[config.mk]
export PLATFORM = sky130hd
export DESIGN_NAME = fetch_queue
export DESIGN_NICKNAME = d
export VERILOG_FILES = /design/src/rtl/fetch_queue.sv
export SDC_FILE = /design/constraint.sdc
export NUM_CORES = 1
export LEC_CHECK = 0
export CORE_MARGIN = 4
export CORE_UTILIZATION = 64
export CTS_BUF_LIST = sky130_fd_sc_hd__clkbuf_4 sky130_fd_sc_hd__clkbuf_8
export CTS_CLUSTER_DIAMETER = 50
export DETAILED_ROUTE_END_ITERATION = 16
export PLACE_DENSITY = 0.85
export SLEW_MARGIN = 30
export SYNTH_ARGS = -nofsm -noshare
export SYNTH_HDL_FRONTEND = slang
export SYNTH_SLANG_ARGS = --single-unit
export TNS_END_PERCENT = 50
[constraint.sdc]
create_clock -name clock -period 10.5 [get_ports clock]
set_input_delay 3.15 -clock clock [delete_from_list [all_inputs] [get_ports clock]]
set_output_delay 3.15 -clock clock [all_outputs]
set_load 0.02 [all_outputs]
[src/rtl/fetch_queue.sv]
// fetch_queue: instruction fetch front end for the single-cycle datapath.
// Issues sequential word fetches (one outstanding at most), buffers returned
// instructions with their PCs in a DEPTH-entry FIFO and hands them to the
// consumer over valid/ready. A redirect flushes the FIFO and any in-flight
// fetch and restarts fetching at the redirect target.
//
// Ports:
//   clock, reset             rising-edge clock, synchronous active-high reset
//   imem_req/imem_addr       fetch request and its word-aligned byte address
//   imem_ready               memory accepts the request this cycle
//   imem_rvalid/imem_rdata   in-order response, >= 1 cycle after acceptance
//   redirect/redirect_pc     flush and restart at redirect_pc (bits [1:0] ignored)
//   out_valid/out_instr/out_pc  FIFO head
//   out_ready                consumer pops head when out_valid && out_ready
module fetch_queue #(
   parameter int unsigned DEPTH    = 4,
   parameter logic [31:0] RESET_PC = 32'h0000_0000
) (
   input  logic        clock,
   input  logic        reset,
   output logic        imem_req,
   output logic [31:0] imem_addr,
   input  logic        imem_ready,
   input  logic        imem_rvalid,
   input  logic [31:0] imem_rdata,
   input  logic        redirect,
   input  logic [31:0] redirect_pc,
   output logic        out_valid,
   output logic [31:0] out_instr,
   output logic [31:0] out_pc,
   input  logic        out_ready
);

   localparam int unsigned PW = $clog2(DEPTH);
   localparam int unsigned CW = PW + 1;
   localparam logic [CW-1:0] DEPTH_C = CW'(DEPTH);

   typedef enum logic [1:0] {
      S_REQ,
      S_WAIT,
      S_DRAIN
   } state_t;

   state_t          state_q, state_d;
   logic [31:0]     fetch_pc_q, fetch_pc_d;
   logic [31:0]     req_pc_q, req_pc_d;
   logic [PW-1:0]   rd_ptr_q, rd_ptr_d;
   logic [PW-1:0]   wr_ptr_q, wr_ptr_d;
   logic [CW-1:0]   count_q, count_d;
   logic [63:0]     mem_q [DEPTH];
   logic [63:0]     mem_d [DEPTH];
   // Registered copy of the FIFO head {instr, pc}; holds its value when empty.
   logic [63:0]     head_q, head_d;

   logic            accept;
   logic            push;
   logic            pop;

   assign imem_req  = !reset && (state_q == S_REQ) && !redirect && (count_q < DEPTH_C);
   assign imem_addr = fetch_pc_q;
   assign out_valid = !reset && (count_q != '0);
   assign out_instr = head_q[63:32];
   assign out_pc    = head_q[31:0];

   assign accept = imem_req && imem_ready;
   assign pop    = out_valid && out_ready && !redirect;

   always_comb begin
      state_d    = state_q;
      fetch_pc_d = fetch_pc_q;
      req_pc_d   = req_pc_q;
      rd_ptr_d   = rd_ptr_q;
      wr_ptr_d   = wr_ptr_q;
      count_d    = count_q;
      mem_d      = mem_q;
      head_d     = head_q;
      push       = 1'b0;

      unique case (state_q)
         S_REQ: begin
            if (accept) begin
               req_pc_d   = fetch_pc_q;
               fetch_pc_d = fetch_pc_q + 32'd4;
               state_d    = S_WAIT;
            end
         end
         S_WAIT: begin
            // A response arriving with a redirect is dropped; without one the
            // in-flight fetch must still be drained before issuing again.
            if (imem_rvalid) begin
               push    = !redirect;
               state_d = S_REQ;
            end else if (redirect) begin
               state_d = S_DRAIN;
            end
         end
         S_DRAIN: begin
            if (imem_rvalid) begin
               state_d = S_REQ;
            end
         end
         default: state_d = S_REQ;
      endcase

      if (redirect) begin
         fetch_pc_d = {redirect_pc[31:2], 2'b00};
         rd_ptr_d   = '0;
         wr_ptr_d   = '0;
         count_d    = '0;
      end else begin
         if (push) begin
            mem_d[wr_ptr_q] = {imem_rdata, req_pc_q};
            wr_ptr_d        = wr_ptr_q + PW'(1);
         end
         if (pop) begin
            rd_ptr_d = rd_ptr_q + PW'(1);
         end
         unique case ({push, pop})
            2'b10:   count_d = count_q + CW'(1);
            2'b01:   count_d = count_q - CW'(1);
            default: count_d = count_q;
         endcase
      end

      // mem_d already contains this cycle's push, so a push into an empty
      // FIFO appears at the head the following cycle.
      if (count_d != '0) begin
         head_d = mem_d[rd_ptr_d];
      end
   end

   always_ff @(posedge clock) begin
      if (reset) begin
         state_q    <= S_REQ;
         fetch_pc_q <= RESET_PC;
         req_pc_q   <= '0;
         rd_ptr_q   <= '0;
         wr_ptr_q   <= '0;
         count_q    <= '0;
         mem_q      <= '{default: '0};
         head_q     <= '0;
      end else begin
         state_q    <= state_d;
         fetch_pc_q <= fetch_pc_d;
         req_pc_q   <= req_pc_d;
         rd_ptr_q   <= rd_ptr_d;
         wr_ptr_q   <= wr_ptr_d;
         count_q    <= count_d;
         mem_q      <= mem_d;
         head_q     <= head_d;
      end
   end

endmodule

==> results.json <==
{
  "highest-signal-layer": "met4",
  "path_cells": "buf_8 -> nor2_1 -> and2_1 -> clkdlybuf4s50_1",
  "place_congestion": 0.8646,
  "ff2ff_path_depth": 12,
  "htreeDepth": 2,
  "wl_per_cell_microns": 19.29,
  "antenna_found_initial": 0,
  "die_x_microns": 172.7,
  "finalCritPeriodShare_pct": 75.91,
  "ys_seq_area_share_pct": 44.85,
  "synth_area_sq_um": 17360,
  "maxSlewViolCount": 0,
  "die_h_microns": 172.7,
  "finalWorstSetupSlack_ns": 2.529,
  "startpoint_type": "input pin",
  "pre_cts_slack_ns": 2.579,
  "fin_worst_skew_ns": 0.03238,
  "synth.avg_cell_area_sq_um": 7.635,
  "portBuffers": 163,
  "fillers": 2022,
  "start_util_pct": 64.78,
  "final_hold_viol_count": 0,
  "async_flop_share_pct": 0,
  "dp_hpwl_microns": 27980,
  "antenna_cells": 0,
  "multiInputGateArea_sq_um": 8610,
  "critical-path-top-delay-family": "buffers and inverters",
  "num_vias": 17370,
  "ys_warn_count": 0,
  "grt_remaining_overflow": 0,
  "fin_cells": 2696,
  "synth_flop_cell": "dfxtp_1",
  "peakVddDrop_mv": 0.1238,
  "synth_adder_area_share_pct": 0.5477,
  "path_class": "in2out",
  "rsz0062_at_grt": "no",
  "yosysTopAreaCell": "dfxtp_1",
  "yosysMostFrequentCell": "nand2_1",
  "endpoint": "imem_req",
  "ff2ff_setup_slack_ns": 6.37,
  "synth_top_family_by_area": "compound AO/OA/AOI/OAI gates",
  "final_layout_size_suffix_gt1_share_pct": 7.389,
  "critPathSlowestCell": "buf_8",
  "synth_top_area_share_pct": 44.85,
  "antenna_left": 0,
  "critPathLaunch": "reset",
  "synth.distinct_cells": 59,
  "max_stage_delay_ns": 0.65,
  "r2r-end": "head_q[2]$_SDFFE_PP0P_",
  "layout_min_cycle_time_ns": 7.971,
  "hold_path.class": "reg2reg",
  "synthMuxAreaShare_pct": 0.5477,
  "clock_latency_ns": 0.63,
  "synthXorXnorAreaFrac_pct": 0.8648,
  "cap_viol_max_count": 0,
  "met3WireLength_microns": 4944,
  "max-slew-margin-rel_pct": 32.68,
  "clkTransAtPathRegs_ns": 0.06,
  "crit_required_ns": 7.35,
  "clkSinkCount": 389,
  "cts_buffers": 61,
  "final_util_pct": 74.86,
  "setup_viol": 0,
  "synthTopCellsByArea": "dfxtp_1, nand2_1, a21oi_1",
  "core-area_sq_um": 26800,
  "vias_per_cell": 6.444,
  "dp_cells": 2597,
  "root_buffer": "clkbuf_8",
  "tightest_slew_ns": 1.010,
  "grt_usage_pct": 33.26,
  "final-seq-area_sq_um": 7787,
  "status": "complete, no violations",
  "fmax_mhz": 125.5,
  "met2_length_microns": 25040,
  "crit_buf_inv": 2,
  "post_cts_resized": 0,
  "drt_pass1_iterations": 11,
  "cp_max_fo": 142,
  "cp.depth": 4,
  "grt_pass1_vias": 16800,
  "drc": 0,
  "synthToLayoutAreaGrowth_pct": 15.57,
  "grt_pass1_wl_microns": 84230,
  "cts_hold_buffers": 0,
  "drt_iter0_drc": 1930,
  "yosys.area_share.simple_pct": 18.69,
  "synth_seq_cells": 389,
  "grt_max_degree": 143,
  "netlist_top_cells_count": "nand2_1, dfxtp_1, a21oi_1",
  "arrival_ns": 4.82,
  "final_net_count": 2396,
  "io_pins": 168,
  "p_per_area_nw_per_um2": 146.7,
  "wl_met1_microns": 20410,
  "p_leak_nw": 6.350,
  "r2r-start": "count_q[2]$_SDFF_PP0_",
  "die_area_sq_um": 29830,
  "clockBufferDepth": 3,
  "rows": 60,
  "synth-edff-count": 0,
  "routed_wl_microns": 52010,
  "setup_tns_ns": 0,
  "critPathCaptureType": "output port",
  "cts_tree": "yes",
  "cts_setup_buffers": 0,
  "synth_compound_area_share_pct": 28.34,
  "syn_inst": 2274
}
how the worst min path moves through the flow:
| stage | from | end | cells past startpoint |
|---|---|---|---|
| 5_1_grt | mem_q[48]$_SDFF_PP0_ | mem_q[48]$_SDFF_PP0_ | 2 |
| 2_1_floorplan | mem_q[131]$_SDFF_PP0_ | mem_q[131]$_SDFF_PP0_ | 2 |
| 4_1_cts | mem_q[155]$_SDFF_PP0_ | mem_q[155]$_SDFF_PP0_ | 2 |
| 3_3_place_gp | mem_q[187]$_SDFF_PP0_ | mem_q[187]$_SDFF_PP0_ | 2 |
| 6_report | mem_q[190]$_SDFF_PP0_ | mem_q[190]$_SDFF_PP0_ | 2 |
| 3_5_place_dp | mem_q[164]$_SDFF_PP0_ | mem_q[164]$_SDFF_PP0_ | 2 |
registers in the layout (all words and copies together), names as in the netlist:
register,flops
mem_q,256
wr_ptr_q,2
imem_addr,30
head_q,64
state_q,2
rd_ptr_q,2
count_q,3
req_pc_q,30
worst min-delay path: cells and delay by family (launching register included):
family | cells | cell delay (ns)
AO/OA/AOI/OAI | 1 | 0.05
flip-flops | 1 | 0.31
AND/OR/NAND/NOR | 1 | 0.05
metrics by stage:
stage          power [W]  hold WS, ns  cell area [sq um]
2_1_floorplan   0.001612       0.4332              17370
3_3_place_gp    0.001689       0.4387              18830
3_5_place_dp    0.001692       0.4439              18850
4_1_cts         0.002946       0.4530              20060
5_1_grt         0.003025       0.4664              20060
6_report        0.002942       0.4532              20060
per-layer routing:
metal	vias to the layer above	GRT usage, %
li1	8001	-
met1	8275	41.36
met2	941	56.54
met3	157	6.231
met4	0	15.06
met5	-	0
cells by family after synthesis:
logic type	count (synthesis)
xor+xnor	15
flops	389
compound gates	795
fa+ha+maj	7
simple gates	797
mux	8
other cells	1
buf+inv	262
report_power, final:
part	switching, W	internal [W]	total, W
Clock	0.000571	0.000706	0.00128
Sequential	0.0000195	0.00149	0.00151
Combinational	0.0000955	0.0000606	0.000156
Total	0.000686	0.00226	0.00294
cells in the final DEF (no fill, tap or decap), types with 19 or more instances in the layout:
cell / count
a21oi_1: 382
a31oi_1: 70
buf_4: 26
clkbuf_4: 19
clkbuf_8: 72
clkdlybuf4s50_1: 161
dfxtp_1: 389
inv_1: 54
nand2_1: 606
nor2_1: 80
nor3_1: 27
o211ai_1: 126
o211ai_2: 20
o21ai_0: 93
o221ai_1: 27
o22a_1: 48
cell type report:
type	instances	share of cell area (%)
inverters	55	1.029
multi-input cells	1624	42.91
flip-flops and latches	389	38.81
well taps	341	2.126
repair buffers	188	9.080
clock buffers	91	5.650
clock inverters	8	0.3929
Note: power is estimated with default switching activity, not from simulation.
